File: src/rtl/ip_send.sv
// ip_send: IPv4 framing stage. Prepends a 20-byte IPv4 header to the UDP byte
// stream from udp_send and streams the datagram to the MAC transmit stage.
module ip_send #(
  parameter logic [7:0]  TTL     = 8'd128,
  parameter logic [15:0] HDR_LEN = 16'd20
) (
  input  logic        clock,
  input  logic        reset,
  input  logic        tx_enable,
  input  logic [7:0]  data_in,
  input  logic [15:0] length_in,
  input  logic [31:0] local_ip,
  input  logic [31:0] destination_ip,
  output logic        active,
  output logic [7:0]  data_out,
  output logic [15:0] length_out
);

  logic [18:0]  r_sum_a;
  logic [17:0]  r_sum_b;
  logic [19:0]  r_sum;
  logic [15:0]  r_checksum;
  logic [15:0]  r_ident;
  logic [159:0] r_shift;
  logic [15:0]  r_byte_no;
  logic         r_sending;

  logic         w_active;
  logic         w_ident_inc;
  logic [16:0]  w_fold1;
  logic [16:0]  w_fold2;
  logic [159:0] w_header;

  assign length_out = HDR_LEN + length_in;

  // The first tx_enable clock never counts as active: byte_no is still zero,
  // so the first header byte appears one clock after tx_enable rises.
  assign w_active = (tx_enable | r_sending) && (r_byte_no != 16'd0);
  assign active   = w_active;
  assign data_out = r_shift[159:152];

  assign w_header = {8'h45, 8'h00, length_out, r_ident, 16'h4000,
                     TTL, 8'h11, r_checksum, local_ip, destination_ip};

  // Second fold cannot carry out: a carry from the first fold leaves at most 0x000E below it.
  assign w_fold1 = {1'b0, r_sum[15:0]} + {13'd0, r_sum[19:16]};
  assign w_fold2 = {1'b0, w_fold1[15:0]} + {16'd0, w_fold1[16]};

  // Last active clock: the counter is about to hit zero and no reload is pending.
  assign w_ident_inc = w_active && !tx_enable && (r_byte_no == 16'd1);

  // Three-stage header checksum, frozen while a datagram is being sent.
  always_ff @(posedge clock or posedge reset) begin
    if (reset) begin
      r_sum_a    <= 19'd0;
      r_sum_b    <= 18'd0;
      r_sum      <= 20'd0;
      r_checksum <= 16'd0;
    end else if (!w_active) begin
      r_sum_a    <= {3'd0, 16'h4500} + {3'd0, length_out} + {3'd0, r_ident}
                  + {3'd0, 16'h4000} + {3'd0, TTL, 8'h11};
      r_sum_b    <= {2'd0, local_ip[31:16]} + {2'd0, local_ip[15:0]}
                  + {2'd0, destination_ip[31:16]} + {2'd0, destination_ip[15:0]};
      r_sum      <= {1'b0, r_sum_a} + {2'd0, r_sum_b};
      r_checksum <= ~w_fold2[15:0];
    end
  end

  // Header preload while idle; byte-wide shift while sending (20-clock UDP delay).
  always_ff @(posedge clock or posedge reset) begin
    if (reset) begin
      r_shift <= 160'd0;
    end else if (!w_active) begin
      r_shift <= w_header;
    end else begin
      r_shift <= {r_shift[151:0], data_in};
    end
  end

  // Remaining-byte counter; tx_enable reloads it so a re-assert extends the packet.
  always_ff @(posedge clock or posedge reset) begin
    if (reset) begin
      r_byte_no <= 16'd0;
      r_sending <= 1'b0;
    end else if (tx_enable) begin
      r_byte_no <= length_in + 16'd19;
      r_sending <= 1'b1;
    end else if (r_byte_no != 16'd0) begin
      r_byte_no <= r_byte_no - 16'd1;
    end else begin
      r_sending <= 1'b0;
    end
  end

  // Identification advances as each datagram ends, wrapping naturally at 16 bits.
  always_ff @(posedge clock or posedge reset) begin
    if (reset) begin
      r_ident <= 16'd0;
    end else if (w_ident_inc) begin
      r_ident <= r_ident + 16'd1;
    end
  end

endmodule

File: config.mk
export PLATFORM = sky130hd
export DESIGN_NAME = ip_send
export DESIGN_NICKNAME = d
export VERILOG_FILES = /design/src/rtl/ip_send.sv
export SDC_FILE = /design/constraint.sdc
export NUM_CORES = 1
export LEC_CHECK = 0
export CAP_MARGIN = 5
export CORE_MARGIN = 2
export CORE_UTILIZATION = 35
export CTS_BUF_LIST = sky130_fd_sc_hd__clkbuf_4 sky130_fd_sc_hd__clkbuf_8
export CTS_CLUSTER_SIZE = 25
export DETAILED_ROUTE_END_ITERATION = 10
export PLACE_DENSITY_LB_ADDON = 0.1
export SETUP_SLACK_MARGIN = 0.3
export SLEW_MARGIN = 20
export SYNTH_ARGS = -nofsm -noshare
export SYNTH_HDL_FRONTEND = slang
export SYNTH_SLANG_ARGS = --single-unit
File: constraint.sdc
create_clock -name clock -period 14.8 [get_ports clock]
set_input_delay 3.7 -clock clock [delete_from_list [all_inputs] [get_ports clock]]
set_output_delay 3.7 -clock clock [all_outputs]
set_load 0.02 [all_outputs]
## Word level (Yosys, flattened, before mapping)

Index checks and enable logic that the tools add are counted.

- Flip-flop bits (word level): 266
- Word-level logic and storage cells: 37
- Bits of input ports: 91
- Output and inout bits: 25

- Add/sub/neg operators: 14
- Mux-type cells: 5
- Bitwise gates (word level): 2
- Reduce and logical (&&, ||, !) cells: 6
- Equal/unequal tests: 2

Operators by type and width:

| cell | number |
|---|---|
| $mux 160 | 1 |
| $add 17x16->18 | 2 |
| $mux 16 | 2 |
| $add 19x18->20 | 1 |
| $add 18x15->19 const B | 1 |
| $add 19x16->19 const B | 1 |
| $add 18x16->18 | 1 |
| $add 15x16->17 const A | 1 |
| $add 16x16->17 | 1 |
| $add 16x4->17 | 1 |
| $add 16x1->16 | 1 |
| $add 16x1->16 const B | 1 |
| $add 16x5->16 const B | 1 |
| $add 5x16->16 const A | 1 |
| $eq 16x1->1 const B | 1 |
| $not 16->16 | 1 |
| $reduce_bool 16->1 | 1 |
| $sub 16x1->16 const B | 1 |
| $logic_and 1x1->1 | 3 |
| $mux 1 | 2 |
| $ne 2x2->1 const B | 1 |
| $reduce_bool 2->1 | 1 |
| $logic_not 1->1 | 1 |
| $or 1x1->1 | 1 |

## Logic depth before layout (Yosys ltp)

- Depth in word-level cells: 5
- Gate-level depth with buffers: 14
- Mapped depth without buffers: 14

## Least setup slack after synthesis

OpenSTA, ideal clock, no wires.

- Path kind: input port to output port
- Start point: in length_in[7]
- End point: out length_out[14]
- Path buffers: 1
- Stages: 6
- Arrival: 5.034 ns
- Data required time: 11.100 ns
- Path slack: 6.066 ns
- Path through: clkbuf_1 > and4_1 > and3_1 > nand3_1 > nor2_1 > xor2_1

- Longest elaborated chain between the ends: 1

RTL lines:

| element | RTL line | text |
|---|---|---|
| start: declaration | 11 | `input logic [15:0] length_in,` |
| $add 5x16->16 | 34 | `assign length_out = HDR_LEN + length_in;` |
| end: declaration | 16 | `output logic [15:0] length_out` |

No other way between the ends.

## Worst setup path in the final report

- Start point: in length_in[2]
- End point: out length_out[10]

Same word-level chain as after synthesis.

==> impl_metrics.toml <==
[run_status]
outcome = "complete, no violations"

[synthesis]
ys_ff_latch = 264
synth_area_per_cell_sq_um = 9.46
yosys_most_used_dff = "dfrtp_1"
netlist_area_sq_mm = 0.0143
syn_inst = 1508
ys_top_cells_by_area = "dfrtp_1, nand2_1, ha_1"
synth_most_common_cell = "nand2_1"
synth_edf_count = 0
synth_top_area_share_pct = 46.3
synth_cell_types = 64
seq_area_frac_synth_pct = 46.3
ys_warn_count = 0
async_flop_share_pct = 100
yosys.area.top_type = "dfrtp_1"
synth_commonest_cells = "nand2_1, dfrtp_1, inv_1, o21ai_0, nor2_1"
syn_nets = 1711

[cells_and_area]
seq_area_sq_mm = 0.00661
layout-drive-gt1-share_pct = 6.93
fillers = 3980
nets = 1812
multiInputGateArea_sq_mm = 0.00688
antennaDiodeCount = 0
area_delta_synth_final_pct = 18.1

[critical_path]
reg2reg_from = "r_byte_no[12]"
cp.buffers_inverters = 3
cpMaxStageDelayCell = "clkdlybuf4s50_1"
path_max_fanout = 6
worst-r2r-cell-count = 8
reg2reg_slack_ns = 10.78
rr_endpoint = "r_sum[12]"
crit_top_cell = "clkdlybuf4s50_1"
crit_chain = "clkdlybuf4s50_1, ha_1, o21ai_0, nor2_1, xnor2_1, inv_1, clkdlybuf4s50_1"
critical_path_depth = 7
cp-start-kind = "input port"
max_stage_delay_ns = 0.58
crit_type = "input port to output port"
worst-endpoint-arrival_ns = 6.39
required_ns = 11.10
end_kind = "output port"
path_delay_family = "buffers and inverters"

[sta]
post-route-period-util_pct = 68.2
rsz0062_at_grt = "no"
relSlewSlack_pct = 32.3
setup_viol = 0
slew_viol_final = 0
fmax_mhz = 99.1
hold_viol_final = 0
worst_pin_slew_ns = 1.02
skew_ns = 0.0328
hold_ws_ns = 0.432
period_needed_ns = 10.09
tns_ns = 0

[drt]
wl_met2_mm = 17.0
top_layer = "met4"
wl_per_cell_microns = 17.1
antenna_left = 0
drt_iter0_markers = 668
dr.pass1.iters = 5
via_count = 10500
routed_wirelength_mm = 37.1
drt-met1-wl_mm = 18.2
vias_per_cell = 4.82
met3_length_mm = 1.22
drc_errors = 0

[cts]
clock-sinks = 264
cts_max_level = 2
cts_root_buf = "clkbuf_8"
ctsHoldBuffers = 0
path_clk_slew_ns = 0.06
cts.path.max_buffers = 3
postCtsSetupBuffers = 0
cts_resized = 0
cts_buffers = 48
cts_tree = "yes"
insertion_delay_ns = 0.63

[global_routing]
antenna_found_initial = 1
grt_pass1_wl_mm = 58.6
grt_usage_pct = 18.1
grt_max_degree = 136
grt-ovfl-total = 0
grt_pass1_vias = 10400

[hold_path]
hold_depth = 2
hold_class = "flip-flop to flip-flop"
hold_path_end = "r_shift[113]"
worstHoldStart = "r_shift[105]"

[place]
place.gp.congestion = 0.904
numPortBuffers = 115
place_hpwl_mm = 26.9

[power]
power_density_mw_per_mm2 = 132
peakVddDrop_mv = 0.0626
p_leak_uw = 0.00789

[die]
initial_core_util_pct = 35.7
rows = 73
dieHeight_microns = 206
die_w_microns = 206
dieArea_sq_mm = 0.0424
io-pin-count = 116
fp.coreArea_sq_mm = 0.0400

[run]
maxCapViolCount = 0
[worst min-delay path, delay by kind of cell (launching register included)]
kind	cells	cell delay [ns]
flops	1	0.32
simple gates	2	0.11
[worst max path at each step]
stage / start / to / slack, ns
after floorplan: reset / r_byte_no[0] / 3.83
after global placement: length_in[2] / length_out[10] / 4.77
after detailed placement: length_in[2] / length_out[8] / 4.71
after CTS: length_in[2] / length_out[10] / 4.69
after global routing: length_in[2] / length_out[8] / 4.54
final: length_in[2] / length_out[10] / 4.71
[layout make-up]
type / count / share of cell area (%)
Clock inverter: 8 / 0.364
Timing Repair Buffer: 121 / 7.17
Tap cell: 525 / 3.90
Inverter: 116 / 2.66
Clock buffer: 79 / 5.90
Multi-Input combinational cell: 1058 / 40.8
Sequential cell: 264 / 39.2
[kinds of logic after synthesis]
| logic type | share of synthesized area (%) |
|---|---|
| xor+xnor | 6.51 |
| flops | 46.3 |
| buf+inv | 5.52 |
| mux | 0.982 |
| compound gates | 11.1 |
| fa+ha+maj | 11.7 |
| simple gates | 17.8 |
[routing by layer]
layer / track usage (%) / vias to the layer above
li1: - / 5200
met5: 0 / -
met1: 26.4 / 5063
met4: 5.43 / 0
met2: 27.6 / 163
met3: 2.71 / 45
[layout by cell type, fill, tap and decap left out, drive strengths merged, types with 6 or more instances in the layout]
cell type      instances
inv                  119
a21o                  20
nor4                  11
nor2                  97
xor2                  37
o31ai                  7
clkbuf                79
nor3                  23
nand3                 25
xnor2                 69
or3                   12
dfrtp                264
o21ai                113
o21bai                10
and2                  46
a31oi                  9
ha                    76
fa                    36
nand2b                12
o21a                   8
and3                  13
mux2                   8
nand4                 12
a21oi                 74
nand2                276
a211oi                 8
buf                    6
clkdlybuf4s50        115
[through the flow]
stage | setup slack (ns) | std cells | total power [uW] | util (%) | instance area (sq um)
4_1_cts | 4.69 | 2171 | 2260 | 42.1 | 16900
2_1_floorplan | 3.83 | 1508 | 1290 | - | 14300
3_5_place_dp | 4.71 | 2084 | 1490 | 39.5 | 15800
5_1_grt | 4.54 | 2171 | 2370 | 42.1 | 16900
3_3_place_gp | 4.77 | 2084 | 1480 | 39.5 | 15800
6_report | 4.71 | 2171 | 2220 | 42.1 | 16900
[registers in the layout, summed over array words and instances (netlist names)]
| signal | flops |
|---|---|
| r_byte_no | 16 |
| r_sum | 19 |
| r_checksum | 16 |
| r_ident | 16 |
| r_sum_b | 18 |
| r_shift | 160 |
| r_sum_a | 18 |
| r_sending | 1 |
[where the power goes]
group	total, uW	switching (uW)	internal (uW)
clock network	747	321	426
registers	868	65.6	803
logic	605	350	255
Note: power is estimated with default switching activity, not from simulation.
